[src/rtl/pipe_mux_nx1_pkg.sv]
// rtl/pipe_mux_nx1_pkg.sv - shared constants and selector-width helper for operand selectors
package pipe_mux_nx1_pkg;

  // Native PA-RISC datapath width
  localparam int DEFAULT_WIDTH = 32;

  // Smallest selector width that can address n_in inputs (at least one bit)
  function automatic int sel_width(input int n_in);
    return (n_in > 1) ? $clog2(n_in) : 1;
  endfunction

endpackage

[src/rtl/mux_nx1_comb.sv]
// rtl/mux_nx1_comb.sv - combinational N:1 selector with out-of-range select flag
module mux_nx1_comb
  import pipe_mux_nx1_pkg::*;
#(
  parameter int WIDTH = DEFAULT_WIDTH,
  parameter int N_IN  = 4,
  parameter int SEL_W = sel_width(N_IN)
) (
  input  logic [N_IN*WIDTH-1:0] in_data,
  input  logic [SEL_W-1:0]      sel,
  output logic [WIDTH-1:0]      data,
  output logic                  err
);

  // Scan every input so an unused selector code falls through to zero data with err set
  always_comb begin
    data = '0;
    err  = 1'b1;
    for (int k = 0; k < N_IN; k++) begin
      if (int'(sel) == k) begin
        data = in_data[k*WIDTH +: WIDTH];
        err  = 1'b0;
      end
    end
  end

endmodule

[src/rtl/pipe_mux_nx1.sv]
// rtl/pipe_mux_nx1.sv - registered N:1 operand selector with valid/ready and one-entry skid buffer
module pipe_mux_nx1
  import pipe_mux_nx1_pkg::*;
#(
  parameter int WIDTH = DEFAULT_WIDTH,
  parameter int N_IN  = 4,
  parameter int SEL_W = sel_width(N_IN)
) (
  input  logic                  clk,
  input  logic                  rst_n,
  input  logic                  flush,
  input  logic [N_IN*WIDTH-1:0] in_data,
  input  logic [SEL_W-1:0]      sel,
  input  logic                  in_valid,
  output logic                  in_ready,
  output logic [WIDTH-1:0]      out_data,
  output logic                  out_sel_err,
  output logic                  out_valid,
  input  logic                  out_ready
);

  logic [WIDTH-1:0] mux_data;
  logic             mux_err;

  // Main register drives the outputs; skid register catches one beat while stalled
  logic [WIDTH-1:0] m_data;
  logic             m_err;
  logic             m_valid;
  logic [WIDTH-1:0] s_data;
  logic             s_err;
  logic             s_valid;

  logic in_xfer;
  logic m_free;

  mux_nx1_comb #(
    .WIDTH (WIDTH),
    .N_IN  (N_IN),
    .SEL_W (SEL_W)
  ) u_sel (
    .in_data (in_data),
    .sel     (sel),
    .data    (mux_data),
    .err     (mux_err)
  );

  // in_ready comes straight from the skid flop, so out_ready never reaches it combinationally
  assign in_ready = ~s_valid;
  assign in_xfer  = in_valid & ~s_valid;
  assign m_free   = ~m_valid | out_ready;

  // Advance main/skid registers on transfers; reset beats flush, flush drops everything
  always_ff @(posedge clk) begin
    if (!rst_n || flush) begin
      m_data  <= '0;
      m_err   <= 1'b0;
      m_valid <= 1'b0;
      s_data  <= '0;
      s_err   <= 1'b0;
      s_valid <= 1'b0;
    end else if (m_free) begin
      if (s_valid) begin
        m_data  <= s_data;
        m_err   <= s_err;
        m_valid <= 1'b1;
        s_valid <= 1'b0;
      end else if (in_xfer) begin
        m_data  <= mux_data;
        m_err   <= mux_err;
        m_valid <= 1'b1;
      end else begin
        m_valid <= 1'b0;
      end
    end else if (in_xfer) begin
      s_data  <= mux_data;
      s_err   <= mux_err;
      s_valid <= 1'b1;
    end
  end

  assign out_data    = m_data;
  assign out_sel_err = m_err;
  assign out_valid   = m_valid;

endmodule
[config.mk]
export PLATFORM = sky130hd
export DESIGN_NAME = pipe_mux_nx1
export DESIGN_NICKNAME = d
export VERILOG_FILES = /design/src/rtl/pipe_mux_nx1_pkg.sv /design/src/rtl/mux_nx1_comb.sv /design/src/rtl/pipe_mux_nx1.sv
export SDC_FILE = /design/constraint.sdc
export NUM_CORES = 1
export LEC_CHECK = 0
export CAP_MARGIN = 20
export CORE_MARGIN = 4
export CORE_UTILIZATION = 35
export DETAILED_ROUTE_END_ITERATION = 7
export DONT_BUFFER_PORTS = 1
export PLACE_DENSITY_LB_ADDON = 0.12
export SLEW_MARGIN = 0
export SYNTH_ARGS = -nofsm -noshare
export SYNTH_HDL_FRONTEND = slang
export SYNTH_SLANG_ARGS = --single-unit
[constraint.sdc]
create_clock -name clk -period 1.4 [get_ports clk]
set_input_delay 0.14 -clock clk [delete_from_list [all_inputs] [get_ports clk]]
set_output_delay 0.14 -clock clk [all_outputs]
set_load 0.005 [all_outputs]
### Word level (Yosys, flattened, before mapping)

Index checks and enable logic that the tools add are counted.

| storage, ports and cells | value |
|---|---|
| register bits after elaboration | 68 |
| logic and storage cells | 35 |
| output and inout bits | 35 |
| input bits | 135 |

| cells by class | value |
|---|---|
| bitwise operators | 5 |
| reduce and logical (&&, ||, !) cells | 7 |
| multiplexer cells | 14 |
| equality and inequality tests | 3 |

Operators by type and width:

| operator | number |
|---|---|
| 32-bit two-way mux | 6 |
| 1-bit two-way mux | 8 |
| 2-bit equality test, second input constant | 2 |
| 2-bit AND reduction | 2 |
| 1-bit NOT | 3 |
| 2-bit by 1-bit equality test with 1-bit output, second input constant | 1 |
| 2-bit logical NOT | 1 |
| 2-bit nonzero test | 1 |
| 2-bit OR reduction | 1 |
| 1-bit AND | 1 |
| 1-bit logical NOT | 1 |
| 1-bit logical OR | 1 |
| 1-bit bitwise OR | 1 |

### Logic depth before layout (Yosys ltp)

Gate-level depths: netlist (run 1).

| logic depth | value |
|---|---|
| depth in word-level cells | 7 |
| gate-level depth with buffers | 6 |
| mapped depth without buffers | 3 |

### Modules after synthesis

From an unflattened synthesis (run 1), not the netlist that was laid out.

| second synthesis, totals | value |
|---|---|
| cells, all modules | 349 |
| area total of the unflattened synthesis | 3741.1 um2 |

Modules (own cells, without submodules):

| module | cells an instance | sequential area each (um2) | times used | area an instance (um2) |
|---|---|---|---|---|
| pipe_mux_nx1 | 308 | 1361.3 | 1 | 2915.3 |
| mux_nx1_comb | 41 | 0.0 | 1 | 825.8 |

### Worst setup path after synthesis (run 1)

No wires, ideal clock.

| path | value |
|---|---|
| path kind | register to register |
| from | reg s_valid |
| to | reg m_data[10] (netlist: out_data[10]) |
| data required time | 1.253 ns |
| buffers on the path | 3 |
| period minus slack after synthesis | 1.354 ns |
| stages on the path, launching flop included | 7 |
| path slack | 0.046 ns |
| data arrival time | 1.207 ns |
| setup time | 0.147 ns |
| path through | dfxtp_1 -> buf_4 -> or2_2 -> buf_2 -> buf_2 -> a21oi_1 -> a311oi_2 |

| on the way | value |
|---|---|
| longest elaborated chain between the ends | 4 |
| elaborated cells on any way between the ends | 5 |
| those cells by class | mux (1); bitwise (2); reduce/logical (2) |

Ends and longest elaborated chain:

| item | RTL line | source |
|---|---|---|
| start: declaration | pipe_mux_nx1.sv:31 | `logic s_valid;` |
| start signal: assignment | pipe_mux_nx1.sv:60 | `s_valid <= 1'b0;` |
| start signal: assignment | pipe_mux_nx1.sv:66 | `s_valid <= 1'b0;` |
| start signal: assignment | pipe_mux_nx1.sv:77 | `s_valid <= 1'b1;` |
| 1-bit NOT | pipe_mux_nx1.sv:49 | `assign in_xfer = in_valid & ~s_valid;` |
| 1-bit AND | pipe_mux_nx1.sv:49 |  |
| 2-bit nonzero test (no line) | -- |  |
| 2-bit AND reduction (no line) | -- |  |
| end signal: assignment | pipe_mux_nx1.sv:63 | `m_data <= s_data;` |
| end signal: assignment | pipe_mux_nx1.sv:68 | `m_data <= mux_data;` |
| end: declaration | pipe_mux_nx1.sv:26 | `logic [WIDTH-1:0] m_data;` |

Parallel ways exist; a longest one is shown, timed or not.
A chain may end at the register's enable or synchronous reset.

### Final worst setup path (run 1)

| path | value |
|---|---|
| from | reg s_valid |
| to | reg m_data[19] (netlist: out_data[19]) |

Same word-level chain as after synthesis.

==> out/results.ini, run 1 <==
[sta]
timing_hold_violations_final = 0
rsz0062_at_grt = true
worst_slew_pin_slew_ps = 334
skew_ps = 11.1
fmax_mhz = 716
fin_hold_ws_ps = 114
relSlewSlack_pct = 77.7
post-route-period-util_pct = 99.7
drv_slew = 0
finalSetupViolations = 0
finalCriticalPeriod_ps = 1400

[global_routing]
grt.overflow.total = 0
grt_pass1_wl_um = 14500
antenna_found_initial = 0
grt_usage_pct = 16.1
use_met3_pct = 4.38
busiest_layer = met2
grtUsageMet1_pct = 19.5
grt_pass1_vias = 2690
use_met2_pct = 27.0
grt_max_degree = 33

[worst_setup_path]
end_kind = flop
worstSetupStartpoint = s_valid
r2r_cells = 5
crit_end = out_data[19]
cp_slowest_cell = or2_2
critical_path_depth = 5
reg2reg_slack_ps = 4
crit_arrival_ps = 1610
path_max_fanout = 22
cp_num_buf_inv = 2
crit_required_ps = 1610
cp-start-kind = flop
crit_chain = buf_8 > or2_2 > buf_12 > a21oi_1 > a311oi_2
timing_worst_setup_path_type = flop to flop
timing.rr.start = s_valid
r2r-end = out_data[19]
cpLargestDelayFamily = simple AND/OR/NAND/NOR gates
cpPeakStageDelay_ps = 350

[floorplanning]
coreArea_um2 = 9860
fp-row-count = 36
fp.dieW_um = 109
pin_count = 170
dieArea_um2 = 11900
die_h_um = 109
start_util_pct = 36.3

[yosys]
yosys.cell_count.top_type = dfxtp_1
synth_common_cells = dfxtp_1, nand2_1, a21oi_1, a22o_1, mux4_2
synth_cells = 311
synth.top_cell.area_share_pct = 38.1
yosys_register_bits = 68
synth_top_cell_by_area = dfxtp_1
synthArstFlopShare_pct = 0
syn_area_um2 = 3580
syn_area_per_cell_um2 = 11.5
ys.flop_type = dfxtp_1
ys_seq_area_share_pct = 38.1
syn_nets = 446
ys_warn_count = 0
synth_edf_count = 0
synth.area.top_cells = dfxtp_1, mux4_2, a311oi_2, a22o_1, nand2_1
synthDistinctLibCells = 26

[detailed_routing]
drc_errors = 0
wl_per_cell_um = 22.5
drtPass1Iterations = 5
drt-total-wl_um = 10100
drt-initial-drc-count = 103
num_vias = 2603
vias_per_cell = 5.80
ant_nets = 0

[pwr]
leakage_uw = 0.00142
peakVddDrop_mv = 0.551
internal-power_uw = 3470
p_total_uw = 4580
power_frac_seq_pct = 44.4
clkPwrFrac_pct = 43.2
p_sw_uw = 1110
swShare_pct = 24.2
power_density_nw_per_um2 = 1110
p_comb_share_pct = 12.4

[placed_design]
gp_congestion = 0.696
hpwlAfterDp_um = 6860
dp_cells = 429
portBuffers = 0

[clock_tree]
clk_latency_ps = 340
tritoncts = done
cts.sinks = 68
cts_buffer_depth = 2
h-tree-depth = 3
clk_pin_slew_worst_paths_ps = 80
numCtsBuffers = 9
root_buffer = clkbuf_8

[finish]
drive_above_1_share_pct = 37.7
area_growth_pct = 15.4
fillers = 951
antennaDiodeCount = 0
fin_cells = 449
nets = 446
utilization_pct = 41.8

[outcome]
status = finished, final reports clean

[run]
maxCapViolations = 0

[min_path]
hp-class = input pin to flop

==> what timing repair did <==
item                       CTS  global route
cloned                       0             2
hold buffers                 0             0
resized for setup            4            16
pin swaps                    0             2
setup endpoints to repair   65            34
setup buffers                0             2
==> sequential cells by signal (all words and copies together), names as in the netlist <==
| register | cells |
|---|---|
| out_data | 32 |
| s_data | 32 |
| s_err | 1 |
| out_valid | 1 |
| out_sel_err | 1 |
| s_valid | 1 |
==> placed cells by master (no fill, tap or decap), types with 3 or more instances in the layout <==
cell	count
a22o_1	32
clkbuf_8	9
a21oi_2	11
bufinv_16	3
dfxtp_1	66
buf_4	13
a311oi_2	29
a21oi_1	23
nand2_1	64
mux4_2	30
a311oi_1	3
buf_12	6
==> routing by layer <==
| metal | up-vias | part of all wire (%) |
|---|---|---|
| li1 | 1206 | - |
| met1 | 1260 | 40 |
| met2 | 122 | 50 |
| met3 | 15 | 8.1 |
| met4 | 0 | 1.9 |
| met5 | - | 0 |
==> layout make-up <==
| type | instances | area, um^2 | area share, % |
|---|---|---|---|
| Clock buffer | 10 | 128 | 3.09 |
| Clock inverter | 6 | 111 | 2.70 |
| Inverter | 2 | 12.5 | 0.303 |
| Multi-Input combinational cell | 206 | 2040 | 49.4 |
| Sequential cell | 68 | 1360 | 33.1 |
| Tap cell | 133 | 166 | 4.03 |
| Timing Repair Buffer | 24 | 305 | 7.40 |
==> per-stage QoR <==
step | setup TNS, ps | cell area, um^2 | setup slack (ps)
floorplan | 0 | 3580 | 46.4
global placement | -17470 | 3720 | -376
detailed placement | -6440 | 3740 | -169
CTS | 0 | 3990 | 3.50
global route | -231 | 4130 | -27.3
finish | 0 | 4130 | 3.64
==> power by group through the flow <==
| stage | Sequential, uW | Clock [uW] | Combinational (uW) |
|---|---|---|---|
| floorplan | 2060 | 0 | 489 |
| detailed placement | 2080 | 0 | 546 |
| finish | 2030 | 1980 | 566 |
| global route | 2040 | 2100 | 614 |
| global placement | 2080 | 0 | 537 |
| CTS | 2030 | 2010 | 548 |
==> kinds of logic after synthesis <==
group                  after synthesis  share of synthesized area, %
buffers and inverters               37                          6.89
muxes                               32                          20.4
AOI/OAI and AO/OA                  100                          26.0
DFF                                 68                          38.1
and+or+nand+nor                     74                          8.68
==> worst min-delay path by stage <==
stage,endpoint,slack (ps),cells past startpoint,start
5_1_grt,s_data[29],100,2,sel[1]
2_1_floorplan,out_valid,320,2,in_valid
3_5_place_dp,out_data[14],440,0,out_data[14]
6_report,s_data[29],110,2,sel[1]
4_1_cts,s_data[29],100,2,sel[1]
3_3_place_gp,out_data[13],440,0,out_data[13]
Power figures use the tool's default switching activity.
==> run 2, diff against run 1 <==
--- a/config.mk
+++ b/config.mk
@@ -11,6 +11,7 @@
 export DETAILED_ROUTE_END_ITERATION = 7
 export DONT_BUFFER_PORTS = 1
 export PLACE_DENSITY_LB_ADDON = 0.12
+export REMOVE_ABC_BUFFERS = 1
 export SLEW_MARGIN = 0
 export SYNTH_ARGS = -nofsm -noshare
 export SYNTH_HDL_FRONTEND = slang
==> run 2 against run 1 <==
Die area unchanged. Largest power group unchanged. Worst hold slack got worse by 3.5 ps. Wire length rose by 0.94%. Count of clock-buffer cells in the layout increased by 3. Worst setup slack improved by 80 ps. Highest routed layer is now met5. Sequential share of layout area up 0.71 points. Via count grew 0.58%. Sequential power is essentially flat. Register-to-register slack improved by 80 ps. Design area is 2.2% lower.
==> out/results.ini, run 2 (synthesized netlist as in run 1, its figures left out) <==
[run]
maxCapViolations = 0  ; unchanged

[sta]
drv_slew = 0  ; unchanged
timing_hold_violations_final = 0  ; unchanged
rsz0062_at_grt = false
finalSetupViolations = 0  ; unchanged
fmax_mhz = 759  ; +6.0%
layout_setup_ws_ps = 83.2  ; +79.6 ps
worst_slew_pin_slew_ps = 243  ; -90.6 ps
finalCriticalPeriod_ps = 1320  ; -79.6 ps
relSlewSlack_pct = 83.7  ; +6.0 points
post-route-period-util_pct = 94.1  ; -5.7 points
fin_hold_ws_ps = 111  ; -3.46 ps
skew_ps = 7.38  ; -3.73 ps

[worst_setup_path]
end_kind = flop
cpPeakStageDelay_ps = 360  ; about the same
timing_worst_setup_path_type = flop to flop
crit_path_frequent_cell = buf_4
cp_slowest_cell = dfxtp_2
crit_chain = buf_4 > nor4_4 > buf_4 > a22o_1
crit_arrival_ps = 1600  ; about the same
path_max_fanout = 16  ; -27%
cp-start-kind = flop
crit_required_ps = 1680  ; +70 ps

[placed_design]
hpwlAfterDp_um = 7100  ; +3.5%
portBuffers = 0  ; unchanged
post-place-ws_ps = 58.4  ; +227 ps
gp_congestion = 0.758  ; +8.8%

[global_routing]
grt_pass1_vias = 2653  ; -1.4%
grt_usage_pct = 17.3  ; +1.3 points
busiest_layer = met2
use_met2_pct = 25.9  ; -1.1 points
grt.overflow.total = 0  ; unchanged
grtUsageMet1_pct = 22.7  ; +3.2 points
grt_pass1_wl_um = 15400  ; +6.5%
grt_max_degree = 33  ; unchanged
antenna_found_initial = 2  ; +2
use_met3_pct = 7.40  ; +3.0 points

[floorplanning]
die_h_um = 109  ; unchanged
fp-row-count = 36  ; unchanged
dieArea_um2 = 11900  ; unchanged
coreArea_um2 = 9860  ; unchanged
fp.dieW_um = 109  ; unchanged
pin_count = 170  ; unchanged
start_util_pct = 36.3  ; unchanged

[detailed_routing]
drtPass1Iterations = 7  ; +2
wl_per_cell_um = 22.2  ; -1.0%
drc_errors = 0  ; unchanged
vias_per_cell = 5.72  ; -1.4%
drt-initial-drc-count = 102  ; -0.97%
drt-total-wl_um = 10200  ; +0.94%
ant_nets = 0  ; unchanged
num_vias = 2618  ; +0.58%

[clock_tree]
numCtsBuffers = 9  ; unchanged
clk_pin_slew_worst_paths_ps = 70  ; about the same
clk_latency_ps = 340  ; about the same
root_buffer = clkbuf_8
tritoncts = done
cts.sinks = 68  ; unchanged
h-tree-depth = 3  ; unchanged
cts_buffer_depth = 2  ; unchanged
cts_hold_buffers = 0  ; unchanged

[pwr]
power_density_nw_per_um2 = 1010  ; -9.4%
peakVddDrop_mv = 0.422  ; -24%
leakage_uw = 0.00142  ; -0.27%

[finish]
layout_common_cells = dfxtp_1, nand2_1, a21oi_1, a22o_1, mux4_2
nets = 454  ; +1.8%
drive_above_1_share_pct = 34.7  ; -3.0 points
seqCellArea_um2 = 1360  ; about the same
multi_input_area_um2 = 1990  ; -2.3%
fillers = 939  ; -1.3%
area_growth_pct = 12.8
final_common_cell = dfxtp_1

[outcome]
status = finished, final reports clean

[min_path]
hp-class = input pin to flop

## run 2: power by group
| group | switching, uW | internal, uW |
|---|---|---|
| Combinational | 269 | 318 |
| Clock | 710 | 727 |
| Sequential | 46.3 | 1990 |
| Total | 1030 | 3030 |
## run 2: final timing paths
| check | depth (start not counted) | slack [ps] | startpoint | to |
|---|---|---|---|---|
| max | 4 | 80 | s_valid | s_data[22] |
| min | 2 | 110 | sel[1] | s_data[30] |
| max reg2reg | 4 | 80 | s_valid | s_data[22] |
| min reg2reg | 1 | 480 | s_err | s_err |
## run 2: worst max-delay path: cells and delay by family (launching register included)
family          cells  cell delay [ps]
flops               1              360
simple gates        1              280
buf+inv             2              450
compound gates      1              160
## run 2: timing repair
action	CTS	global route
resized for setup	0	1
endpoints found under the setup margin	0	5
setup buffers	0	5
## run 2: stage by stage
stage	total power [uW]	cell area [um^2]	cells	setup TNS [ps]	util, %
finish	4060	4040	458	0	40.9
global placement	2640	3800	435	0	38.5
CTS	4090	3970	450	0	40.2
detailed placement	2640	3800	435	0	38.5
floorplan	2470	3340	276	-116120	-
global route	4270	4030	457	0	40.9
## run 2: area by class of cell
| class | count | area share, % |
|---|---|---|
| clock buffer | 13 | 3.94 |
| clock inverter | 2 | 0.248 |
| timing repair buffer | 32 | 8.25 |
| inverter | 2 | 0.186 |
| sequential | 68 | 33.8 |
| tap | 133 | 4.12 |
| antenna | 2 | 0.124 |
| multi-input combinational | 206 | 49.4 |
## run 2: layer usage
| metal | vias to the layer above | wire length (um) |
|---|---|---|
| met1 | 1253 | 4380 |
| li1 | 1222 | - |
| met2 | 131 | 4420 |
| met5 | - | 12 |
| met3 | 10 | 1250 |
| met4 | 2 | 119 |
